==> src/rtl/serial_subtractor_pkg.sv <==
// Shared types for the bit-serial subtractor: FSM state encoding and counter sizing.
package serial_subtractor_pkg;

  typedef enum logic [1:0] {
    IDLE = 2'd0,
    RUN  = 2'd1,
    DONE = 2'd2
  } state_t;

  localparam int WIDTH_MIN = 2;
  localparam int WIDTH_MAX = 32;

  // Bit-counter width for a given operand width (CNT_W = $clog2(WIDTH)).
  function automatic int cnt_width(input int width);
    return $clog2(width);
  endfunction

endpackage

==> src/rtl/full_subtractor.sv <==
// One-bit combinational full subtractor: d = a - b - bin, with borrow-out.
module full_subtractor (
  input  logic a,
  input  logic b,
  input  logic bin,
  output logic d,
  output logic bout
);

  assign d    = a ^ b ^ bin;
  assign bout = (~a & b) | (~(a ^ b) & bin);

endmodule

==> src/rtl/serial_subtractor.sv <==
// Bit-serial ripple-borrow subtractor, Diff = A - B - Bin over WIDTH cycles, LSB first.
// Optional signed-overflow output Ovf when SERIAL_SUBTRACTOR_OVF_EN is defined.
//
// state | meaning
// IDLE  | in_ready=1, waiting for operands; last result held on Diff/Bout/Zero
// RUN   | one bit per cycle through the shared full-subtractor cell
// DONE  | out_valid=1, result held until out_ready
module serial_subtractor
  import serial_subtractor_pkg::*;
#(
  parameter int WIDTH = 4
) (
  input  logic             clk,
  input  logic             rst_n,
  input  logic             in_valid,
  output logic             in_ready,
  input  logic [WIDTH-1:0] A,
  input  logic [WIDTH-1:0] B,
  input  logic             Bin,
  output logic             out_valid,
  input  logic             out_ready,
  output logic [WIDTH-1:0] Diff,
  output logic             Bout,
`ifdef SERIAL_SUBTRACTOR_OVF_EN
  output logic             Ovf,
`endif
  output logic             Zero
);

  localparam int CNT_W = cnt_width(WIDTH);
  localparam logic [CNT_W-1:0] CNT_LAST = CNT_W'(WIDTH - 1);

  state_t state, state_nxt;

  logic [WIDTH-1:0] a_sr, b_sr, res_sr, res_next;
  logic [CNT_W-1:0] cnt;
  logic             br, br_next, d_bit;
  logic [WIDTH-1:0] diff_q;
  logic             bout_q, zero_q;

  full_subtractor u_fs (
    .a    (a_sr[0]),
    .b    (b_sr[0]),
    .bin  (br),
    .d    (d_bit),
    .bout (br_next)
  );

  // New bit enters at the MSB so after WIDTH shifts the LSB has reached bit 0.
  assign res_next = WIDTH'({d_bit, res_sr} >> 1);

  always_ff @(posedge clk or negedge rst_n) begin
    if (!rst_n) state <= IDLE;
    else        state <= state_nxt;
  end

  always_comb begin
    state_nxt = state;
    case (state)
      IDLE:    if (in_valid)       state_nxt = RUN;
      RUN:     if (cnt == CNT_LAST) state_nxt = DONE;
      DONE:    if (out_ready)      state_nxt = IDLE;
      default:                     state_nxt = IDLE;
    endcase
  end

  always_ff @(posedge clk or negedge rst_n) begin
    if (!rst_n) begin
      a_sr   <= '0;
      b_sr   <= '0;
      res_sr <= '0;
      br     <= 1'b0;
      cnt    <= '0;
      diff_q <= '0;
      bout_q <= 1'b0;
      zero_q <= 1'b0;
    end else begin
      case (state)
        IDLE: begin
          if (in_valid) begin
            a_sr   <= A;
            b_sr   <= B;
            br     <= Bin;
            res_sr <= '0;
            cnt    <= '0;
          end
        end
        RUN: begin
          a_sr   <= a_sr >> 1;
          b_sr   <= b_sr >> 1;
          br     <= br_next;
          res_sr <= res_next;
          cnt    <= cnt + CNT_W'(1);
          if (cnt == CNT_LAST) begin
            diff_q <= res_next;
            bout_q <= br_next;
            zero_q <= (res_next == '0);
          end
        end
        default: ;
      endcase
    end
  end

`ifdef SERIAL_SUBTRACTOR_OVF_EN
  logic ovf_q;

  // Borrow into the MSB differs from borrow out of it exactly on signed overflow.
  always_ff @(posedge clk or negedge rst_n) begin
    if (!rst_n)
      ovf_q <= 1'b0;
    else if (state == RUN && cnt == CNT_LAST)
      ovf_q <= br ^ br_next;
  end

  assign Ovf = ovf_q;
`endif

  assign in_ready  = (state == IDLE);
  assign out_valid = (state == DONE);
  assign Diff      = diff_q;
  assign Bout      = bout_q;
  assign Zero      = zero_q;

endmodule

==> config.mk <==
export PLATFORM = sky130hd
export DESIGN_NAME = serial_subtractor
export DESIGN_NICKNAME = d
export VERILOG_FILES = /design/src/rtl/serial_subtractor_pkg.sv /design/src/rtl/full_subtractor.sv /design/src/rtl/serial_subtractor.sv
export SDC_FILE = /design/constraint.sdc
export NUM_CORES = 1
export LEC_CHECK = 0
export CELL_PAD_IN_SITES_DETAIL_PLACEMENT = 0
export CELL_PAD_IN_SITES_GLOBAL_PLACEMENT = 1
export CORE_UTILIZATION = 38
export DETAILED_ROUTE_END_ITERATION = 8
export PLACE_DENSITY_LB_ADDON = 0.1
export SLEW_MARGIN = 20
export SYNTH_ARGS = -nofsm -noshare
export SYNTH_HDL_FRONTEND = slang
export SYNTH_SLANG_ARGS = --single-unit
export TNS_END_PERCENT = 10
==> constraint.sdc <==
create_clock -name clk -period 2.1 [get_ports clk]
set_clock_uncertainty 0.05 [all_clocks]
set_input_delay 0.315 -clock clk [delete_from_list [all_inputs] [get_ports clk]]
set_output_delay 0.315 -clock clk [all_outputs]
set_load 0.02 [all_outputs]
==> results.cfg, run 1 <==
[power]
pwr-share-comb_pct = 49.1
p_leak_uw = 0.000539
p_int_uw = 1170
power_density_nw_per_um2 = 1530
switching_share_pct = 38.9
vdd_ir_drop_max_mv = 0.680
p_clk_share_pct = 10.0
p_seq_share_pct = 40.9
switching_power_uw = 744

[sta]
fin_crit_sh_pct = 92.9
finalMaxSlewViolations = 0
setup_tns_ns = 0
fin_crit_ns = 1.95
max_clock_freq_mhz = 513
slew-limit-headroom_pct = 81.2
report.final.hold_viol_count = 0
setup_viol = 0
max_slew.worst_pin.slew_ns = 0.282
setup_ws_ns = 0.149
rsz0062_at_grt = no

[global_routing]
grtUsageMet1_pct = 22.9
met2_usage_pct = 25.1
grt_max_degree = 23
antenna_found_initial = 0
overflow = 0
grt_pass1_vias = 709
grtUsageMet3_pct = 3.45
globalRouteTotalUtil_pct = 16.9
top_usage_layer = met2
grt_pass1_wl_um = 3260

[yosys]
async_reset_ff_share_pct = 100
yosysWarnings = 0
ys_types = 30
synth_area_per_cell_um2 = 11.6
syn_nets = 100
synth-main-ff-cell = dfrtp_1
synth.yosys.seq_area_share_pct = 55.7
syn_area_um2 = 988
synth-edff-count = 0
synthCells = 85
ys_ff_latch = 22

[floorplan]
rows = 18
start_util_pct = 39.9
die_y_um = 53
die_w_um = 53
ios = 21
core_um2 = 2480
die_area_um2 = 2810

[placed_design]
globalplace.congestion = 0.693
io_buffer_count = 20
post-place-ws_ns = 0.384
dp_hpwl_um = 1420

[cts]
clk_latency_ns = 0.30
clock-sinks = 22
cts_buffers = 3
h-tree-depth = 1
tritoncts = built
post_cts_buffers = 0
clock_path_buffers = 2
cts-root-buf = clkbuf_4
cts.clk_slew.worst_paths_ns = 0.12

[critical_path]
required_ns = 1.74
worstSetupEndpointType = primary output
crit_end = out_valid
regToRegStartpoint = b_sr[0]$_DFFE_PN0P_
cpPeakStageDelay_ns = 0.61
cp-startpoint = state[1]$_DFFE_PN0P_
critical_path_arrival_ns = 1.59
path_cells = inv_1 > nor2_1 > clkdlybuf4s50_1
worst-path-max-fanout = 12
worst_path_max_delay_cell = clkdlybuf4s50_1
crit_type = reg2out
timing.rr.end = Zero$_DFFE_PN0P_
cp-start-kind = flop
r2r_cells = 4
worst-r2r-setup-slack_ns = 0.47

[final_layout]
layout.cells.most_common_list = 21 x dfrtp_1, 20 x clkdlybuf4s50_1, 9 x nor2_1, 5 x nand2_1, 5 x o21ai_0
fillers = 249
drive_gt1_share_pct = 16.7
layout.nets = 125
diodes = 0
area_delta_synth_final_pct = 26.6
final_common_cell = dfrtp_1

[flow_run]
cap_violations = 0

[detailed_routing]
drt_wl_total_um = 1940
vias = 760
dr.pass1.iters = 4
first_iter_violations = 11
vias_per_cell = 5.51
avgRoutedWirePerCell_um = 14.1
drtAntennaViolNets = 0
drc = 0

[run_status]
outcome = finished, final reports clean

[min_path]
worstHoldPathType = in2async
layout make-up:
cell class / count / area (um^2) / share of cell area [%]
clock buffer: 3 / 22.5 / 1.80
inverter: 3 / 11.3 / 0.900
multi-input combinational: 57 / 405 / 32.4
sequential: 22 / 552 / 44.1
tap: 30 / 37.5 / 3.00
timing repair buffer: 23 / 223 / 17.8
worst min-delay path by stage:
| stage | startpoint | slack, ns | cells past startpoint | end |
|---|---|---|---|---|
| floorplan | rst_n | -0.03 | 0 | Bout$_DFFE_PN0P_ |
| finish | rst_n | 0.29 | 2 | Diff[2]$_DFFE_PN0P_ |
| CTS | rst_n | 0.29 | 2 | Diff[3]$_DFFE_PN0P_ |
| global route | rst_n | 0.33 | 2 | Diff[2]$_DFFE_PN0P_ |
| global placement | cnt[0]$_DFFE_PN0P_ | 0.41 | 1 | cnt[0]$_DFFE_PN0P_ |
| detailed placement | cnt[0]$_DFFE_PN0P_ | 0.42 | 1 | cnt[0]$_DFFE_PN0P_ |
cells by family after synthesis:
| group | after synthesis | synth area share (%) |
|---|---|---|
| mux | 4 | 4.56 |
| simple gates | 26 | 14.7 |
| compound gates | 25 | 18.5 |
| fa+ha+maj | 2 | 3.29 |
| flops | 22 | 55.7 |
| buf+inv | 6 | 3.29 |
cells in the mapped netlist (2+ instances only):
library cell  instances  share of area [%]
nand2b_1              2                1.3
a22o_2                2                2.0
nor2_1                9                3.4
nand2_1               5                1.9
dfrtp_1              22                 56
mux2_2                4                4.6
buf_2                 2                1.0
inv_1                 3                1.1
nor3_1                2                1.0
a22o_1                2                1.8
o21ai_0               5                2.5
o32ai_1               4                3.5
a21oi_1               2                1.0
o31ai_1               2                1.5
o22ai_1               4                2.5
layer usage:
metal	vias to the layer above	part of all wire, %	wire, um
met4	0	2.4	47
met1	371	49	945
li1	359	-	-
met3	5	4.9	95
met2	25	44	856
met5	-	0	0
state kept, by name (all words and copies together) (netlist names):
signal  count
Bout        1
Diff        4
Zero        1
a_sr        4
b_sr        4
br          1
cnt         2
res_sr      3
state       2
through the flow:
step,cell area (um^2),util (%),total power (uW),hold slack [ns],std cells
floorplan,988,-,1420,-0.0306,85
global placement,1230,49.5,1720,0.410,135
detailed placement,1230,49.5,1740,0.425,135
CTS,1250,50.5,1930,0.295,138
global route,1250,50.5,2060,0.326,138
finish,1250,50.5,1910,0.291,138
worst max-delay path, delay by kind of cell, from the launching register on:
| family | cells | cell delay (ns) |
|---|---|---|
| flip-flops | 1 | 0.49 |
| AND/OR/NAND/NOR | 1 | 0.10 |
| buffers and inverters | 2 | 0.69 |
power by group through the flow:
stage	logic, uW	clock network (uW)	registers, uW
after floorplan	636	0	786
after global placement	932	0	783
after detailed placement	949	0	792
after CTS	953	197	780
after global routing	1030	215	813
final	938	191	781
what timing repair did:
item / 4_1_cts / 5_1_grt
resized for setup: 0 / 1
hold buffers: 0 / 0
endpoints found under the setup margin: 0 / 1
No activity file was read; power rests on OpenSTA's default activity.
==> run 2: changes to the inputs <==
- CORE_MARGIN: default -> 8
- GPL_ROUTABILITY_DRIVEN: default -> 1
==> run 2 against run 1 <==
Maximum frequency down 0.79%. Hold slack about the same. Largest cell class unchanged. Critical endpoint unchanged. Non-clock buffer count stayed put. Sequential share of layout area decreased by 1.0 points. Clock-buffer cell count unchanged. Utilization grew 1.2 points. Via count fell by 2.1%. First-iteration DRC count grew to 3.4 times the previous value. Sequential power is essentially flat.
==> results.cfg, run 2 (same netlist as run 1, synthesis figures left out) <==
[run_status]
outcome = finished, final reports clean

[floorplan]
core_um2 = 2480
ios = 21
start_util_pct = 39.9
die_area_um2 = 4490
die_y_um = 67
die_w_um = 67
rows = 18

[flow_run]
cap_violations = 0

[sta]
rsz0062_at_grt = no
setup_viol = 0
max_clock_freq_mhz = 509
fin_crit_ns = 1.97
finalMaxSlewViolations = 0
max_slew.worst_pin.slew_ns = 0.287
slew-limit-headroom_pct = 80.8
setup_tns_ns = 0
report.final.hold_viol_count = 0
fin_crit_sh_pct = 93.6

[global_routing]
grt_pass1_wl_um = 3500
grt_pass1_vias = 746
grt_max_degree = 23
antenna_found_initial = 0
globalRouteTotalUtil_pct = 10.2
overflow = 0

[cts]
clk_latency_ns = 0.31
cts.clk_slew.worst_paths_ns = 0.13
h-tree-depth = 1
clock_path_buffers = 2
cts_buffers = 3
cts-root-buf = clkbuf_4
post_cts_buffers = 0
clock-sinks = 22
tritoncts = built

[critical_path]
worstSetupEndpointType = primary output
critical_path_arrival_ns = 1.60
timing.rr.end = Zero$_DFFE_PN0P_
path_cells = inv_1 > nor2_1 > clkdlybuf4s50_1
regToRegStartpoint = b_sr[0]$_DFFE_PN0P_
cp-start-kind = flop
worst-path-max-fanout = 12
r2r_cells = 4
path_buf_inv = 2
crit_type = reg2out
required_ns = 1.74
worst_path_max_delay_cell = clkdlybuf4s50_1
cpPeakStageDelay_ns = 0.61
worst-r2r-setup-slack_ns = 0.48
critPathTopFamily = buffers and inverters

[placed_design]
io_buffer_count = 20
globalplace.congestion = 0.719
dp_hpwl_um = 1530
post-place-cells = 135

[detailed_routing]
drtAntennaViolNets = 0
avgRoutedWirePerCell_um = 15.1
drc = 0
dr.pass1.iters = 4
vias = 744
vias_per_cell = 5.35
first_iter_violations = 37
drt_wl_total_um = 2100

[final_layout]
fillers = 234
drive_gt1_share_pct = 17.4
final_cell_count_no_fill = 139
regArea_um2 = 552
fin_util_pct = 51.7
final_common_cell = dfrtp_1
diodes = 0
layout.cells.most_common_list = 21 x dfrtp_1, 20 x clkdlybuf4s50_1, 9 x nor2_1, 5 x nand2_1, 5 x o21ai_0
layout.nets = 125
multi_input_area_um2 = 405
area_delta_synth_final_pct = 29.6

[power]
power_density_nw_per_um2 = 1600
vdd_ir_drop_max_mv = 0.812
p_leak_uw = 0.000553

[min_path]
worstHoldPathType = in2async
==> run 2: metal layers <==
metal / global-route usage, % / vias up / wire length [um]
li1: - / 363 / -
met1: 14.3 / 354 / 1040
met2: 13.6 / 25 / 858
met3: 2.85 / 2 / 180
met4: 5.48 / 0 / 15
met5: 0 / - / 0
==> run 2: worst max-delay path by stage <==
stage | startpoint | to | slack (ns) | depth (start not counted)
3_3_place_gp | state[1]$_DFFE_PN0P_ | out_valid | 0.41 | 3
2_1_floorplan | b_sr[0]$_DFFE_PN0P_ | Zero$_DFFE_PN0P_ | 0.59 | 4
4_1_cts | state[1]$_DFFE_PN0P_ | out_valid | 0.02 | 3
6_report | state[1]$_DFFE_PN0P_ | out_valid | 0.13 | 3
3_5_place_dp | state[1]$_DFFE_PN0P_ | out_valid | 0.39 | 3
5_1_grt | state[0]$_DFFE_PN0P_ | in_ready | 0.06 | 2
==> run 2: repair_timing <==
item | CTS | global route
endpoints found under the setup margin | 0 | 1
hold buffers | 0 | 0
resized for setup | 0 | 1
==> run 2: through the flow <==
stage	power [uW]	setup slack [ns]	area [um^2]	hold slack [ns]
floorplan	1420	0.587	988	-0.0306
global placement	1720	0.408	1230	0.408
detailed placement	1740	0.389	1230	0.419
CTS	2070	0.0159	1280	0.289
global route	2210	0.0593	1280	0.296
finish	2050	0.133	1280	0.291
==> run 2: final cells by class <==
type / instances / area share, %
tap: 30 / 2.93
clock buffer: 3 / 1.76
multi-input combinational: 57 / 31.6
clock inverter: 1 / 2.34
timing repair buffer: 23 / 17.4
inverter: 3 / 0.879
sequential: 22 / 43.1
==> run 2: where the power goes <==
group | switching (uW) | internal, uW
clock | 130 | 193
sequential | 158 | 623
combinational | 469 | 477
==> variant, RTL diff (flow settings as in run 2) <==
Add a define of `SERIAL_SUBTRACTOR_OVF_EN`.
--- a/src/rtl/serial_subtractor.sv
+++ b/src/rtl/serial_subtractor.sv
@@ -5,6 +5,8 @@
 // IDLE  | in_ready=1, waiting for operands; last result held on Diff/Bout/Zero
 // RUN   | one bit per cycle through the shared full-subtractor cell
 // DONE  | out_valid=1, result held until out_ready
+`define SERIAL_SUBTRACTOR_OVF_EN
+
 module serial_subtractor
   import serial_subtractor_pkg::*;
 #(
Formal check against the unedited RTL (old outputs only; new: Ovf): equivalent (Yosys induction, for registers that start in step).
==> variant against run 2 <==
- largest cell class unchanged
- critical endpoint is now in_ready
- area after synthesis is 3.8% higher
- wire length fell by 4.3%
- final area up 2.5%
- sequential power shrank 2%
- combinational power up 7%
- count of clock-buffer cells in the layout up 1
- setup slack better by 0.0031 ns
- sequential cell count rose by 1
- power down 3.9%
- synthesized cell count is 2.4% higher
- first-iteration DRC count down 5.4%
- hold slack improved by 0.014 ns
- clock power shrank 41%
==> variant: results (changes against run 2) <==
| Metric | Value |
|---|---|
| Vias in the first global route | 761 (was 746) |
| CTS clk-pin slew, worst paths | 0.12 ns |
| Layout cells sized above 1 | 10.8% (was 17.4%) |
| Peak VDD IR | 0.000630 V (was 0.000812 V) |
| CTS buffer count | 3 (unchanged) |
| Pre-antenna DRT Iters | 4 (unchanged) |
| Post-CTS setup buffers | 0 (unchanged) |
| Synth top cells by count | dfrtp_1 (23), inv_1 (5), nand2_1 (5) (was dfrtp_1 (22), nor2_1 (9), nand2_1 (5), o21ai_0 (5)) |
| Clock buffer depth | 2 (unchanged) |
| Class of the worst hold path | primary input to asynchronous set/reset pin (unchanged) |
| Resized Gates After CTS | 0 (unchanged) |
| Crit path from | state[0] (was state[1]) |
| Worst EP arrival | 1.60 ns (about the same) |
| Pre-CTS setup slack | 0.405 ns (was 0.389 ns) |
| Nets@finish | 127 (was 125) |
| Gpl congestion | 0.715 (was 0.719) |
| Vias | 726 (was 744) |
| Area contributors post-synth | dfrtp_1 (56%), a22o_1 (3.4%), mux2_1 (3.3%), a211oi_2 (2.4%), mux2_2 (2.2%) (was dfrtp_1 (56%), mux2_2 (4.6%), o32ai_1 (3.5%), nor2_1 (3.4%), o21ai_0 (2.5%)) |
| Status | completed (unchanged) |
| LEAKAGE | 0.600 nW (was 0.553 nW) |
| Seq/Total Area, Yosys | 56.1% (was 55.7%) |
| Buffers on Ports | 21 (was 20) |
| CP max FO | 3 (was 12) |
| Ant. Diodes | 0 (unchanged) |
| Post-synth ARST share | 100% (unchanged) |
| Post-synth net total | 102 (was 100) |
| Initial antenna violation count | 0 (unchanged) |
| Synth Warn # | 0 (unchanged) |
| Clk_lat worst skew | approximately 0.3 ns |
| Dpl hpwl | 1.51 mm (was 1.53 mm) |
| Count leader, synth | dfrtp_1 (unchanged) |
| Pin count of the biggest net entering global routing | 24 (was 23) |
| CP peak stage delay | 0.66 ns (was 0.61 ns) |
| Overall Global Routing Usage | 9.58% (was 10.2%) |
| Reg-to-Reg Start | b_sr[0] (unchanged) |
| Initial drt markers | 35 (was 37) |
| WL final | 2.01 mm (was 2.10 mm) |
| Worst-Margin Slew | 0.561 ns (was 0.287 ns) |
| First-pass GRT wire length | 3.43 mm (was 3.50 mm) |
| Post-synthesis cell type count | 31 (was 30) |
variant: cell types whose count changed in the layout (fill, tap and decap cells not counted), moves of 3 or more:
| cell | change |
|---|---|
| o32ai_1 | -4 |
| nor2_1 | -6 |
| o21ai_0 | -4 |
| o22ai_1 | -4 |
| mux2_1 | +3 |
variant: final cells by class:
class                           count  area [um2]
Fill cell                         256        1350
Sequential cell                    23         576
Multi-Input combinational cell     53         404
Timing Repair Buffer               26         250
Tap cell                           31        38.8
Clock buffer                        4        26.3
Inverter                            5        18.8
variant: worst paths after layout:
kind | slack (ns) | end | cells past startpoint
max | 0.14 | in_ready | 2
max in group asynchronous | 1.46 | Diff[0] | 2
min reg2reg | 0.45 | Zero | 2
min | 0.31 | state[1] | 2
min in group clk | 0.45 | Zero | 2
max reg2reg | 0.39 | Zero | 4
variant: logic make-up (layout without fill, tap and decap cells):
group           after synthesis  count (layout)  synth area share, %
fa+ha+maj                     2               2                 3.17
flops                        23              23                 56.1
mux                           5               5                 5.49
buf+inv                      11              35                 4.51
xor+xnor                      1               1                0.854
compound gates               21              21                 16.7
simple gates                 24              24                 13.2
variant: per-layer routing:
layer	vias to the layer above	global-route usage [%]	part of all wire, %
met2	19	14.2	43
met3	2	2.78	7.2
met4	0	4.60	1.0
met1	348	12.5	49
li1	357	-	-
met5	-	0	0
variant: through the flow:
stage	hold WS [ns]	area [um2]	cells
2_1_floorplan	-0.0306	1030	87
3_3_place_gp	0.416	1280	138
3_5_place_dp	0.430	1280	138
4_1_cts	0.303	1310	142
5_1_grt	0.323	1310	142
6_report	0.305	1310	142
variant: critical path, delay by kind of cell, from the launching register on:
family,cells,cell delay (ns)
buffers and inverters,1,0.66
DFF,1,0.41
and+or+nand+nor,1,0.23
variant: power by group:
group          internal, W  switching [W]  total [W]
Clock            0.0000738       0.000117   0.000191
Sequential        0.000651       0.000118   0.000769
Combinational     0.000505       0.000505    0.00101
